==> config.mk <==
export PLATFORM = sky130hd
export DESIGN_NAME = zero_scan_flat
export DESIGN_NICKNAME = d
export VERILOG_FILES = /design/src/rtl/zero_scan_if.sv /design/src/rtl/zero_scan.sv /design/src/flat_wrapper.sv
export SDC_FILE = /design/constraint.sdc
export NUM_CORES = 1
export LEC_CHECK = 0
export BUFFER_PORTS_ARGS = -buffer_cell sky130_fd_sc_hd__buf_2
export CAP_MARGIN = 20
export CORE_MARGIN = 10
export CORE_UTILIZATION = 58
export CTS_BUF_LIST = sky130_fd_sc_hd__clkbuf_16
export DETAILED_ROUTE_END_ITERATION = 12
export GPL_TIMING_DRIVEN = 1
export PLACE_DENSITY = 0.9
export SLEW_MARGIN = 20
export SYNTH_ARGS = -nofsm -noshare
export SYNTH_HDL_FRONTEND = slang
export SYNTH_SLANG_ARGS = --single-unit
==> constraint.sdc <==
create_clock -name clk -period 6.5 [get_ports clk]
set_input_delay 1.3 -clock clk [delete_from_list [all_inputs] [get_ports clk]]
set_output_delay 1.3 -clock clk [all_outputs]
set_load 0.01 [all_outputs]
==> src/rtl/zero_scan_if.sv <==
// Operand/handshake bundle for zero_scan: start/a toward the scanner, busy/done/zero/lzc back.
// The master drives requests; the slave (zero_scan) returns status and results.
interface zero_scan_if #(
    parameter int WIDTH = 16
);
    localparam int LZW = $clog2(WIDTH + 1);

    logic             start;
    logic [WIDTH-1:0] a;
    logic             busy;
    logic             done;
    logic             zero;
    logic [LZW-1:0]   lzc;

    modport master (
        output start, a,
        input  busy, done, zero, lzc
    );

    modport slave (
        input  start, a,
        output busy, done, zero, lzc
    );
endinterface

==> src/rtl/zero_scan.sv <==
// Multi-cycle zero detector / leading-zero counter, scanning CHUNK bits per cycle MSB-first.
// Define ZERO_SCAN_EARLY_EXIT_EN to stop at the first nonzero chunk; otherwise latency is fixed at NCHUNK.
module zero_scan #(
    parameter int WIDTH = 16,
    parameter int CHUNK = 4
) (
    input  logic       clk,
    input  logic       rst,
    zero_scan_if.slave bus
);
    localparam int NCHUNK = WIDTH / CHUNK;
    localparam int LZW    = $clog2(WIDTH + 1);
    localparam int KW     = (NCHUNK > 1) ? $clog2(NCHUNK) : 1;

    typedef enum logic {IDLE, SCAN} state_t;

    state_t           state;
    logic [WIDTH-1:0] opnd;
    logic [KW-1:0]    k;
    logic             busy_r;
    logic             done_r;
    logic             zero_r;
    logic [LZW-1:0]   lzc_r;
`ifndef ZERO_SCAN_EARLY_EXIT_EN
    logic             hit;
    logic [LZW-1:0]   hit_lzc;
`endif

    logic [CHUNK-1:0] cur;
    logic             cur_nz;
    logic             last;
    logic [LZW-1:0]   cand;

    // Leading zeros inside one chunk; an all-zero chunk yields CHUNK.
    function automatic logic [LZW-1:0] chunk_lz(input logic [CHUNK-1:0] c);
        logic [LZW-1:0] n;
        logic           seen;
        n    = '0;
        seen = 1'b0;
        for (int i = CHUNK - 1; i >= 0; i--) begin
            if (c[i])
                seen = 1'b1;
            else if (!seen)
                n = n + LZW'(1);
        end
        return n;
    endfunction

    // The operand is shifted left each cycle, so the chunk under test is always at the top.
    always_comb begin
        cur    = opnd[WIDTH-1 -: CHUNK];
        cur_nz = |cur;
        last   = (k == KW'(NCHUNK - 1));
        cand   = LZW'(k) * LZW'(CHUNK) + chunk_lz(cur);
    end

    always_ff @(posedge clk) begin
        if (rst) begin
            state   <= IDLE;
            opnd    <= '0;
            k       <= '0;
            busy_r  <= 1'b0;
            done_r  <= 1'b0;
            zero_r  <= 1'b0;
            lzc_r   <= '0;
`ifndef ZERO_SCAN_EARLY_EXIT_EN
            hit     <= 1'b0;
            hit_lzc <= '0;
`endif
        end else begin
            done_r <= 1'b0;
            case (state)
                IDLE: begin
                    if (bus.start) begin
                        opnd   <= bus.a;
                        k      <= '0;
                        busy_r <= 1'b1;
                        state  <= SCAN;
`ifndef ZERO_SCAN_EARLY_EXIT_EN
                        hit    <= 1'b0;
`endif
                    end
                end
                SCAN: begin
`ifdef ZERO_SCAN_EARLY_EXIT_EN
                    if (cur_nz || last) begin
                        zero_r <= ~cur_nz;
                        lzc_r  <= cand;
                        done_r <= 1'b1;
                        busy_r <= 1'b0;
                        state  <= IDLE;
                    end else begin
                        k    <= k + KW'(1);
                        opnd <= opnd << CHUNK;
                    end
`else
                    // Remember the first nonzero chunk; later chunks must not disturb it.
                    if (!hit && cur_nz) begin
                        hit     <= 1'b1;
                        hit_lzc <= cand;
                    end
                    if (last) begin
                        zero_r <= ~(hit | cur_nz);
                        lzc_r  <= hit ? hit_lzc : cand;
                        done_r <= 1'b1;
                        busy_r <= 1'b0;
                        state  <= IDLE;
                    end else begin
                        k    <= k + KW'(1);
                        opnd <= opnd << CHUNK;
                    end
`endif
                end
                default: state <= IDLE;
            endcase
        end
    end

    assign bus.busy = busy_r;
    assign bus.done = done_r;
    assign bus.zero = zero_r;
    assign bus.lzc  = lzc_r;
endmodule
==> src/flat_wrapper.sv <==
// flat-port wrapper written by rule: the top's interface ports become plain ports
module zero_scan_flat 
#(
    parameter int WIDTH = 16,
    parameter int CHUNK = 4
)
  (clk, rst, bus_start, bus_a, bus_busy, bus_done, bus_zero, bus_lzc);
  zero_scan_if #(.WIDTH(WIDTH)) bus_i ();
  input  logic clk;
  input  logic rst;
  input wire logic [$bits(bus_i.start)-1:0] bus_start;
  input wire logic [$bits(bus_i.a)-1:0] bus_a;
  output wire logic [$bits(bus_i.busy)-1:0] bus_busy;
  output wire logic [$bits(bus_i.done)-1:0] bus_done;
  output wire logic [$bits(bus_i.zero)-1:0] bus_zero;
  output wire logic [$bits(bus_i.lzc)-1:0] bus_lzc;
  assign bus_i.start = bus_start;
  assign bus_i.a = bus_a;
  assign bus_busy = bus_i.busy;
  assign bus_done = bus_i.done;
  assign bus_zero = bus_i.zero;
  assign bus_lzc = bus_i.lzc;
  zero_scan #(.WIDTH(WIDTH), .CHUNK(CHUNK)) u_core (.clk(clk), .rst(rst), .bus(bus_i));
endmodule
==> results summary, run 1 <==
The hold violation count in the final report came out at 0. The most frequently used flop master after synthesis is sky130_fd_sc_hd__dfxtp_1. The top cell types in the final layout, fill and taps aside, are 33 x sky130_fd_sc_hd__dfxtp_1, 26 x sky130_fd_sc_hd__buf_2, 15 x sky130_fd_sc_hd__a21oi_1, 15 x sky130_fd_sc_hd__mux2i_1. 0 antenna diodes ended up in the layout.

For the final database, setup skew stands at 2.66 ps. The peak clock frequency supported by timing is 0.432 GHz. The total leakage power came out at 0.700 nW. The critical path goes through buf_2 -> a21oi_1 -> a22oi_1 -> a31oi_1. The cell family with the largest share of critical-path delay is compound AO/OA/AOI/OAI gates. The overall fraction of global-route tracks in use came out at 14.0%.

Entering global routing, the biggest net connects 28 pins. The relative slew slack is 35.6%. The count of synthesis-stage warnings from yosys came out at 0. The number of antenna violations at the first check in global routing came out at 0. The count of pins over their slew limit is 0. The post-route worst setup slack is 4190 ps. Buffers inserted during clock tree synthesis total 5. Counting every sink on the clock net gives 33.

The cell count after synthesis came out at 164. The worst supply voltage drop on vdd is 0.000257 V. The level count of the clock H-tree is 2. The tightest min-delay check is of the reg -> reg type. After the first detailed-routing iteration, the DRC count stood at 79. The largest single stage delay on the critical path is 610 ps. The floorplan row count came out at 18. The x dimension of the die came out at 71.1 microns.

The post-CTS setup repair buffer count is 0. The share of post-route cells with drive strength above 1 came out at 18.4%. The startpoint kind of the worst setup timing path is an input port.

For this design, the slowest cell found on the critical path is sky130_fd_sc_hd__a21oi_1. After synthesis, the cell types taking the most area are sky130_fd_sc_hd__dfxtp_1 44%, sky130_fd_sc_hd__mux2i_1 9.9%, sky130_fd_sc_hd__a211oi_1 6.4%. At the later pin of the worst-skew pair, clock insertion delay measures 280 ps. The floorplan step defined a die boundary enclosing 5060 sq um. The number of different library cells in the post-synthesis netlist is 34.

In this run the count of I/O pins placed on the die edge is 27. Data on the critical path arrives at its endpoint at 2520 ps. The total number of nets in the final design is 207. The buffer and inverter count on the worst path is 1.

The power density relative to cell area came out at 304 nW/um^2. The post-synthesis instance area came out at 1520 sq um. The number of I/O port buffers is 26. The library cell occupying the most area in the post-synthesis netlist is sky130_fd_sc_hd__dfxtp_1. Once the floorplan was initialized, standard cells occupied 61.2% of the core. The post-route clock period utilization is 35.6%. Setup repair after global routing left no endpoint under its margin. The setup path with the least slack is of type in -> reg. After detailed routing, the number of vias per cell comes to 5.95. The number of DRC violations after detailed routing came out at 0. The routed length per placed instance came out at 16.3 microns. The total nets after synthesis came out at 187. The number of stages on the worst setup path is 4. The hold-fix buffer count after cts is 0. Leaving out fill and tap cells, the most frequent cell in the layout is sky130_fd_sc_hd__dfxtp_1. Max-cap violations in this run came to 0.

The largest fanout on the critical path came out at 27. The floorplan step set the die height to 71.1 microns. The HPWL after detailed placement came out at 2380 microns.

The number of enable flip-flop cells after synthesis came out at 0. The count of state elements after synthesis came out at 33. The pre-antenna-repair detailed-routing pass consisted of 4 iterations. In the synthesized netlist the async set-or-reset flop fraction comes to 0%. The count of vias placed by the detailed router came out at 1279. The total overflow left after global routing is 0.

The standard cell core area is 2480 sq um. The clock slew seen by the registers of the worst setup and hold paths is 50 ps. The number of setup violations in the final report is 0. The root buffer cell is sky130_fd_sc_hd__clkbuf_16. The wire length of the first global-routing pass came out at 5810 microns. For the final routed database, the setup TNS stands at 0 ps. The endpoint required time on the critical path is 6710 ps. The number of gates given a new drive strength after cts came out at 0. The via count of the first global-routing pass came to 1256. The sum of routed wire length over all layers came out at 3500 microns. Sequential cells were found to cover 43.6% of the synthesized design area.

The overall power consumption is 0.531 mW. A synthesized cell averages 9.25 sq um. The maximum buffer depth of the clock tree is 2. The run finished with clean final reports. The final critical delay including setup and external delays is 2310 ps.

TritonCTS built the clock tree. Summed over its instances, the top area cell type makes up 43.6% of the synthesized netlist area. Counting cells, the worst reg-to-reg path comes to 8.

The final antenna-violating net count came out at 0. The slew at the pin closest to its max-slew limit came out at 965 ps. Along the worst hold path, the cell count comes to 2. The worst setup path is captured at a flip-flop. The post-placement worst setup slack came out at 3830 ps. The final estimated routing congestion in global placement is 0.855.

The relative area change from synthesis to final layout is 15.2%.
[layout make-up]
cell class / instances / area [sq um]
repair buffers: 26 / 130
flip-flops and latches: 33 / 661
inverters: 2 / 7.51
clock buffers: 5 / 125
well taps: 30 / 37.5
fillers: 196 / 731
multi-input cells: 116 / 773
clock inverters: 3 / 12.5
[per-stage QoR]
stage          hold slack [ps]  util [%]  instances  area [sq um]
6_report                   443      70.5        215          1750
2_1_floorplan              448         -        164          1520
3_3_place_gp               433      64.8        207          1610
4_1_cts                    449      70.4        215          1740
3_5_place_dp               437      64.8        207          1610
5_1_grt                    476      70.5        215          1750
[report_power, final]
group	switching, mW	leakage (nW)	internal, mW
logic	0.0400	0.361	0.0340
clock network	0.0819	0.0687	0.138
registers	0.0196	0.271	0.217
[per-layer routing]
metal	share of wire, %	global-route usage, %	vias up	wire (microns)
met1	41	15.4	585	1440
met2	51	23.1	39	1770
li1	-	-	646	-
met4	1.7	5.81	0	59
met5	0	0	-	0
met3	6.5	6.00	9	228
[cell usage after synthesis (all sizes together), types with 2 or more instances]
cell,instances
buf,10
clkbuf,3
dfxtp,33
nor2,4
nor3,12
nand2b,3
ha,3
nand3,8
a21oi,15
nor2b,3
nand2,13
mux2i,15
nand3b,2
inv,2
a211oi,13
o41ai,2
o21ai,9
and2b,2
[logic make-up after synthesis]
group / synth area share, %
flip-flops: 43.6
AO/OA/AOI/OAI: 20.9
buffers and inverters: 5.61
adder cells (fa/ha/maj): 3.80
AND/OR/NAND/NOR: 16.3
multiplexers: 9.90
[registers in the layout, summed over array words and instances, names as in the netlist]
register / count
u_core.bus.busy: 1
u_core.hit_lzc: 5
u_core.bus.done: 1
u_core.bus.lzc: 5
u_core.k: 2
u_core.opnd: 16
u_core.state: 1
u_core.hit: 1
u_core.bus.zero: 1
[path summary, 6_finish.rpt]
| check | startpoint | end | slack [ps] |
|---|---|---|---|
| worst min register to register | u_core.bus.zero | u_core.bus.zero | 440 |
| worst max-delay path | rst | u_core.bus.lzc[0] | 4190 |
| worst max register to register | u_core.opnd[15] | u_core.bus.lzc[3] | 4220 |
| worst min-delay path | u_core.bus.zero | u_core.bus.zero | 440 |
[worst min-delay path, stage by stage (launching register included)]
cell                      delay (ps)
sky130_fd_sc_hd__dfxtp_1         320
sky130_fd_sc_hd__nand2_1          50
sky130_fd_sc_hd__o31ai_1          50
(Power assumes the default switching activity.)
==> inputs of run 2 (changes only) <==
--- a/config.mk
+++ b/config.mk
@@ -8,11 +8,11 @@
 export BUFFER_PORTS_ARGS = -buffer_cell sky130_fd_sc_hd__buf_2
 export CAP_MARGIN = 20
 export CORE_MARGIN = 10
-export CORE_UTILIZATION = 58
+export CORE_UTILIZATION = 49
 export CTS_BUF_LIST = sky130_fd_sc_hd__clkbuf_16
 export DETAILED_ROUTE_END_ITERATION = 12
 export GPL_TIMING_DRIVEN = 1
-export PLACE_DENSITY = 0.9
+export PLACE_DENSITY = 0.82
 export SLEW_MARGIN = 20
 export SYNTH_ARGS = -nofsm -noshare
 export SYNTH_HDL_FRONTEND = slang
==> constraint.sdc (replaced) <==
create_clock -name clk -period 1.9 [get_ports clk]
set_input_delay 0.38 -clock clk [delete_from_list [all_inputs] [get_ports clk]]
set_output_delay 0.38 -clock clk [all_outputs]
set_load 0.01 [all_outputs]
==> run 2 against run 1 <==
Net effect:
- the run now ends with setup timing left
- power grew to 3.6 times the previous value
- flip-flop and latch count stayed put
- clock skew rose by 3.0 ps
- setup slack lost 4300 ps
- final cell count is 9.8% higher
- core utilization down 6.3 points
- clock power grew to 3.5 times the previous value
- routed wire length increased by 7.0%
- worst hold slack lost 100 ps
- die area is 13% higher
- cell area increased by 10%
- register-to-register slack got worse by 4300 ps
==> results summary, run 2 (synthesized netlist as in run 1, its figures left out) <==
Result of the run: complete, but fails checks (was complete, no violations). The checks that failed: setup timing. The total leakage power came out at 0.801 nW (was 0.700 nW). The worst clock skew on the final layout came out at 5.61 ps (was 2.66 ps).

The register share of total power is 41.2% (was 44.6%). The area taken by multi-input logic gates is 810 sq um (was 773 sq um). The floorplan row count was 20 (was 18). The DRC marker count from the first detailed-route iteration came out at 85 (was 79). The worst-case hold slack is 339 ps (was 443 ps). The area of all sequential standard cells is 666 sq um (was 661 sq um). The maximum number of pins on one net before global-route repair came out at 17 (was 28). The worst hold path class is in -> reg (was reg -> reg).

The leading cell type in the layout, fill and taps excluded was sky130_fd_sc_hd__dfxtp_1 (unchanged). The number of stages on the worst setup path is 8 (was 4). Dividing the final minimum period by the clock period gives 105%.

The endpoint required time on the critical path came to 2110 ps (was 6710 ps). The clock slew seen by the registers of the worst setup and hold paths came out at 50 ps (about the same). The root buffer cell is sky130_fd_sc_hd__clkbuf_16 (unchanged). The data arrival time of the critical path is 2200 ps (was 2520 ps).

The slew at the pin closest to its max-slew limit was 525 ps (was 965 ps). The buffer and inverter count on the worst path is 0 (was 1). The post-placement worst setup slack is -135 ps (was 3830 ps). The utilization after layout is 64.2% (was 70.5%). The hold violation count in the final report is 0 (unchanged). The startpoint kind of the worst setup timing path is a flip-flop (was input port). The startpoint of the worst setup timing path is u_core.opnd[14] (was rst). The routed design could run at a clock period as short as 1990 ps. The power density relative to cell area came out at 994 nW/um^2 (was 304 nW/um^2). Commonest cells after routing, fill and taps aside: 31 x sky130_fd_sc_hd__dfxtp_1, 26 x sky130_fd_sc_hd__buf_2, 18 x sky130_fd_sc_hd__buf_4, 15 x sky130_fd_sc_hd__mux2i_1, 14 x sky130_fd_sc_hd__a21oi_1 (was 33 x sky130_fd_sc_hd__dfxtp_1, 26 x sky130_fd_sc_hd__buf_2, 15 x sky130_fd_sc_hd__a21oi_1, 15 x sky130_fd_sc_hd__mux2i_1). The wire length of the first global-routing pass came out at 6210 microns (was 5810 microns). The count of cells along the worst register-to-register path is 8 (unchanged). The average vias per placed instance came to 5.88 (was 5.95).

The CTS buffer count is 5 (unchanged). The vertical die dimension is 75.6 microns (was 71.1 microns). The cell family with the largest share of critical-path delay was adder cells (was compound AO/OA/AOI/OAI gates). The level count of the clock H-tree is 2 (unchanged). The internal power consumption came to 1.40 mW (was 0.389 mW). The net switching component of the power came out at 0.517 mW (was 0.142 mW). The peak clock frequency supported by timing is 0.502 GHz.

The classification of the worst setup path is reg -> reg (was in -> reg). The number of antenna cells inserted is 0 (unchanged). The initial cell density of the core is 50.5% (was 61.2%). The final instance count without filler cells came to 236 (was 215).

The number of I/O port buffers is 26 (unchanged). The worst supply voltage drop on vdd is 0.000777 V (was 0.000257 V). The worst setup path endpoint is u_core.hit_lzc[3] (was u_core.bus.lzc[0]). The largest fanout on the critical path is 3 (was 27).

The standard cell core area is 3000 sq um (was 2480 sq um). The count of boundary I/O pins came to 27 (unchanged). The switching share of power is 27.0% (was 26.7%). The overall fraction of global-route tracks in use came out at 14.4% (was 14.0%). The register ranked first by flip-flop count is u_core.opnd (unchanged).

The first-pass iteration count of the detailed router came out at 4 (unchanged). The HPWL after detailed placement came out at 2650 microns (was 2380 microns). The count of max-cap constraint violations came to 0 (unchanged). Setup repair after global routing missed its margin: true (was false).

The clock insertion delay at the later pin of the skew report came out at 280 ps (about the same). The maximum buffer depth of the clock tree is 2 (unchanged). The final-layout fill cell count came to 255 (was 196).

The x dimension of the die came to 75.6 microns (was 71.1 microns). The overall power consumption is 1.92 mW (was 0.531 mW). The clock sink count is 33 (unchanged). The count of vias placed by the detailed router is 1388 (was 1279). The cell total after placement came out at 223 (was 207). The routed length per placed instance came out at 15.8 microns (was 16.3 microns). The master of the slowest instance on the critical path is sky130_fd_sc_hd__fa_2 (was sky130_fd_sc_hd__a21oi_1). The CTS tree is done (unchanged).

The relative slew slack came out at 65.0% (was 35.6%). The number of setup violations in the final report is 2 (was 0). The reg-to-reg startpoint is u_core.opnd[14] (was u_core.opnd[15]). The final antenna-violating net count came to 0 (unchanged). The capturing element type of the critical path is a flip-flop (unchanged). The number of antenna violations at the first check in global routing is 0 (unchanged). The via count of the first global-routing pass is 1432 (was 1256). The count of pins over their slew limit came out at 0 (unchanged). The final estimated routing congestion in global placement is 0.817 (was 0.855).

Cells along the critical path: nor2b_4 -> ha_4 -> and2b_1 -> a21oi_2 -> nor3b_2 -> fa_2 -> nand3_1 -> a21oi_1 (was buf_2 -> a21oi_1 -> a22oi_1 -> a31oi_1). The worst reg2reg path endpoint is u_core.hit_lzc[3] (was u_core.bus.lzc[3]). The sum of routed wire length over all layers came out at 3740 microns (was 3500 microns). The share of post-route cells with drive strength above 1 was 29.1% (was 18.4%). The die area is 5720 sq um (was 5060 sq um).

The final global-route overflow total came out at 0 (unchanged). The relative area change from synthesis to final layout came to 27.1% (was 15.2%). The peak per-stage delay on the critical path is 540 ps (was 610 ps). The total number of nets in the final design is 225 (was 207).

The part of the total power dissipated in combinational logic is 19.0% (was 14.0%). The post-route worst setup slack is -91.6 ps (was 4190 ps). The number of flip-flops in the largest register came out at 16 (unchanged).

The number of DRC violations after detailed routing is 0 (unchanged). The clock share of power was 39.8% (was 41.4%). The worst reg-to-reg setup slack is -90 ps (was 4220 ps).
[run 2: cell type report]
cell class                      count  share of cell area, %
Timing Repair Buffer               44                   13.8
Sequential cell                    33                   34.5
Inverter                            2                  0.389
Multi-Input combinational cell    116                   42.0
Clock buffer                        5                   6.49
Tap cell                           33                   2.14
Clock inverter                      3                  0.714
[run 2: what timing repair did]
| action | 4_1_cts | 5_1_grt |
|---|---|---|
| hold buffers | 0 | 0 |
| buffers inserted | 4 | 1 |
| endpoints found under the setup margin | 4 | 3 |
| pin swaps | 3 | 2 |
| gates resized for setup | 5 | 0 |
| gates cloned | 0 | 0 |
[run 2: through the flow]
stage | TNS (ps) | cell area, sq um
5_1_grt | -367 | 1930
4_1_cts | -77.1 | 1920
6_report | -176 | 1930
3_5_place_dp | -274 | 1740
3_3_place_gp | -72.2 | 1740
2_1_floorplan | 0 | 1550
[run 2: tightest hold or removal path, cell delays in order]
cell and delay (ps):
sky130_fd_sc_hd__buf_2 100, sky130_fd_sc_hd__nand2_1 40, sky130_fd_sc_hd__a21oi_1 50
[run 2: how the worst min path moves through the flow]
stage,from,endpoint,slack [ps],cells past startpoint
after floorplan,u_core.opnd[0],u_core.opnd[0],450,2
final,bus_a[0],u_core.opnd[0],340,3
after detailed placement,u_core.bus.lzc[4],u_core.bus.lzc[4],440,2
after global placement,u_core.bus.zero,u_core.bus.zero,430,2
after CTS,bus_a[0],u_core.opnd[0],340,3
after global routing,bus_a[0],u_core.opnd[0],360,3
[run 2: layer usage]
| metal | routed length (microns) | vias up | GRT usage [%] | part of all wire (%) |
|---|---|---|---|---|
| li1 | - | 680 | - | - |
| met1 | 1510 | 650 | 14.1 | 40 |
| met3 | 245 | 12 | 5.86 | 6.6 |
| met4 | 104 | 0 | 8.87 | 2.8 |
| met5 | 0 | - | 0 | 0 |
| met2 | 1880 | 46 | 24.7 | 50 |
[run 2: power by group through the flow]
stage | clock network, mW | registers, mW | logic, mW
2_1_floorplan | 0 | 0.785 | 0.244
3_3_place_gp | 0 | 0.800 | 0.303
3_5_place_dp | 0 | 0.804 | 0.320
4_1_cts | 0.771 | 0.788 | 0.348
5_1_grt | 0.804 | 0.795 | 0.400
6_report | 0.762 | 0.790 | 0.363
==> inputs of run 3 (changes only) <==
--- a/config.mk
+++ b/config.mk
@@ -8,11 +8,11 @@
 export BUFFER_PORTS_ARGS = -buffer_cell sky130_fd_sc_hd__buf_2
 export CAP_MARGIN = 20
 export CORE_MARGIN = 10
-export CORE_UTILIZATION = 49
+export CORE_UTILIZATION = 47
 export CTS_BUF_LIST = sky130_fd_sc_hd__clkbuf_16
 export DETAILED_ROUTE_END_ITERATION = 12
 export GPL_TIMING_DRIVEN = 1
-export PLACE_DENSITY = 0.82
+export PLACE_DENSITY = 0.8
 export SLEW_MARGIN = 20
 export SYNTH_ARGS = -nofsm -noshare
 export SYNTH_HDL_FRONTEND = slang
==> run 3 against run 2 <==
Net effect:
- first-iteration DRC count rose by 3.5%
- critical endpoint is now u_core.bus.lzc[3]
- cell area rose by 0.32%
- final cell count increased by 4.2%
- flip-flop and latch count unchanged
- critical path type unchanged
- critical path depth unchanged
- via count decreased by 2.4%
- the flow still finishes with violations (setup timing)
==> results summary, run 3 (synthesized netlist as in run 1, its figures left out) <==
The capturing element type of the critical path was a flip-flop (unchanged). The final critical delay including setup and external delays came out at 1960 ps (was 1990 ps). The clock sink count came out at 33 (unchanged). The root buffer cell was sky130_fd_sc_hd__clkbuf_16 (unchanged). The buffer and inverter count on the worst path came to 0 (unchanged). The relative slew slack came to 53.6% (was 65.0%).

The number of DRC violations after detailed routing came out at 0 (unchanged). The maximum buffer depth of the clock tree came out at 2 (unchanged). The first-pass iteration count of the detailed router came out at 4 (unchanged).

The DRC marker count from the first detailed-route iteration came out at 88 (was 85). The classification of the worst setup path is reg -> reg (unchanged). The number of antenna cells inserted is 0 (unchanged). The cell total after placement came out at 233 (was 223). Result of the run: complete, but fails checks (unchanged). The final instance area came to 1930 sq um (about the same). The final antenna-violating net count came out at 0 (unchanged).

The clock slew seen by the registers of the worst setup and hold paths came out at 50 ps (about the same). The worst supply voltage drop on vdd came out at 0.000510 V (was 0.000777 V). The hold violation count in the final report came out at 0 (unchanged). The standard cell core area is 3080 sq um (was 3000 sq um). The CTS buffer count was 5 (unchanged).

The overall fraction of global-route tracks in use came out at 13.5% (was 14.4%). The wire length of the first global-routing pass came to 6580 microns (was 6210 microns). The worst hold path class is in -> reg (unchanged). The reg-to-reg startpoint is u_core.opnd[14] (unchanged). The HPWL after detailed placement came to 2680 microns (was 2650 microns). The count of vias placed by the detailed router is 1354 (was 1388). The largest fanout on the critical path is 3 (unchanged).

The startpoint of the worst setup timing path was u_core.opnd[14] (unchanged). The worst clock skew on the final layout came out at 1.67 ps (was 5.61 ps). The die area came out at 5900 sq um (was 5720 sq um). The post-route worst setup slack is -64.2 ps (was -91.6 ps).

The initial cell density of the core is 49.3% (was 50.5%). The utilization after layout is 62.8% (was 64.2%). The post-placement worst setup slack came out at -175 ps (was -135 ps).

The via count of the first global-routing pass came out at 1402 (was 1432). The x dimension of the die was 76.8 microns (was 75.6 microns). The sum of routed wire length over all layers was 3850 microns (was 3740 microns). The leading cell type in the layout, fill and taps excluded is sky130_fd_sc_hd__dfxtp_1 (unchanged). The clock insertion delay at the later pin of the skew report is 280 ps (about the same). The routed length per placed instance was 15.6 microns (was 15.8 microns). The endpoint required time on the critical path came out at 2060 ps (was 2110 ps). Setup repair after global routing missed its margin: true (unchanged). The master of the slowest instance on the critical path is sky130_fd_sc_hd__fa_1 (was sky130_fd_sc_hd__fa_2). The share of post-route cells with drive strength above 1 is 28.7% (was 29.1%). The final global-route overflow total came out at 0 (unchanged).

The power density relative to cell area came out at 990 nW/um^2 (was 994 nW/um^2). The startpoint kind of the worst setup timing path is a flip-flop (unchanged). The start point of the worst min-delay path is bus_a[1] (was bus_a[0]). The vertical die dimension came to 76.8 microns (was 75.6 microns). The slew at the pin closest to its max-slew limit came out at 692 ps (was 525 ps). The CTS tree was done (unchanged). The peak per-stage delay on the critical path was 460 ps (was 540 ps). The cell family with the largest share of critical-path delay was adder cells (unchanged).

Commonest cells after routing, fill and taps aside: 31 x sky130_fd_sc_hd__dfxtp_1, 26 x sky130_fd_sc_hd__buf_2, 17 x sky130_fd_sc_hd__buf_4, 15 x sky130_fd_sc_hd__mux2i_1, 14 x sky130_fd_sc_hd__a21oi_1 (was 31 x sky130_fd_sc_hd__dfxtp_1, 26 x sky130_fd_sc_hd__buf_2, 18 x sky130_fd_sc_hd__buf_4, 15 x sky130_fd_sc_hd__mux2i_1, 14 x sky130_fd_sc_hd__a21oi_1). Violated checks: setup timing (unchanged). The overall power consumption came to 1.91 mW (was 1.92 mW). The level count of the clock H-tree came to 2 (unchanged). The total number of nets in the final design is 224 (was 225).

The final estimated routing congestion in global placement is 0.760 (was 0.817). The count of boundary I/O pins came out at 27 (unchanged). The number of setup violations in the final report is 2 (unchanged). The count of pins over their slew limit came out at 0 (unchanged). The cell area after placement came out at 1740 sq um (about the same).

The average vias per placed instance came out at 5.50 (was 5.88). The post-route clock period utilization came out at 103% (was 105%). The maximum number of pins on one net before global-route repair came to 21 (was 17).

The relative area change from synthesis to final layout is 27.6% (was 27.1%). The final instance count without filler cells came to 246 (was 236). The total leakage power came out at 0.799 nW (was 0.801 nW). The data arrival time of the critical path came out at 2120 ps (was 2200 ps).

The number of I/O port buffers came to 26 (unchanged). Cells along the critical path: nor2b_4 -> ha_4 -> and2b_1 -> a21oi_2 -> nor3b_2 -> fa_1 -> mux2i_1 -> o21ai_1 (was nor2b_4 -> ha_4 -> and2b_1 -> a21oi_2 -> nor3b_2 -> fa_2 -> nand3_1 -> a21oi_1). The count of max-cap constraint violations is 0 (unchanged).

The floorplan row count was 20 (unchanged). The peak clock frequency supported by timing came out at 0.509 GHz (was 0.502 GHz). The number of antenna violations at the first check in global routing came out at 0 (unchanged). The register ranked first by flip-flop count is u_core.opnd (unchanged). The number of flip-flops in the largest register is 16 (unchanged).
==> run 3: cell count changes in the layout (fill, tap and decap cells not counted) <==
cell and delta:
sky130_fd_sc_hd__buf_4 -1, sky130_fd_sc_hd__o21ai_1 -1, sky130_fd_sc_hd__o21ai_0 +1, sky130_fd_sc_hd__nor2b_2 +1
sky130_fd_sc_hd__fa_2 -1, sky130_fd_sc_hd__nor2b_1 -1, sky130_fd_sc_hd__fa_1 +1
==> run 3: path summary, 6_finish.rpt <==
| check | to | slack [ps] | depth (start not counted) |
|---|---|---|---|
| min reg2reg | u_core.bus.zero | 450 | 2 |
| max | u_core.bus.lzc[3] | -60 | 8 |
| min | u_core.opnd[1] | 340 | 3 |
| max reg2reg | u_core.bus.lzc[3] | -60 | 8 |
==> run 3: power breakdown <==
group | internal (mW) | leakage [nW] | switching, mW
Clock | 0.475 | 0.0767 | 0.277
Sequential | 0.744 | 0.272 | 0.0473
Combinational | 0.183 | 0.451 | 0.188
Total | 1.40 | 0.799 | 0.512
==> run 3: worst register-to-register path, stage by stage (launching register included) <==
cell and delay [ps]:
sky130_fd_sc_hd__dfxtp_4 350, sky130_fd_sc_hd__nor2b_4 140, sky130_fd_sc_hd__ha_4 260, sky130_fd_sc_hd__and2b_1 160, sky130_fd_sc_hd__a21oi_2 50, sky130_fd_sc_hd__nor3b_2 210, sky130_fd_sc_hd__fa_1 460, sky130_fd_sc_hd__mux2i_1 140
sky130_fd_sc_hd__o21ai_1 70
==> run 3: metal layers <==
layer  wire, microns  GRT usage (%)  vias up
met4              78           6.13        0
met3             233           5.36        8
li1                -              -      676
met5               0              0        -
met2            1970           22.7       34
met1            1560           14.4      636
==> run 3: cell type report <==
| class | count | area [sq um] |
|---|---|---|
| multi-input combinational | 116 | 810 |
| tap | 44 | 55.1 |
| inverter | 2 | 7.51 |
| sequential | 33 | 666 |
| clock inverter | 3 | 13.8 |
| timing repair buffer | 43 | 258 |
| fill | 268 | 1140 |
| clock buffer | 5 | 125 |
==> run 3: what timing repair did <==
action,in CTS,in global routing
gates resized for setup,3,0
pin swaps,3,3
hold buffers,0,0
endpoints found under the setup margin,4,4
hold endpoints to repair,0,0
buffers inserted,3,2
==> run 3: through the flow <==
stage                     hold slack, ps  setup TNS, ps
final                                344           -102
after global routing                 354           -447
after floorplan                      448              0
after CTS                            342           -107
after detailed placement             440           -500
after global placement               434          -78.7
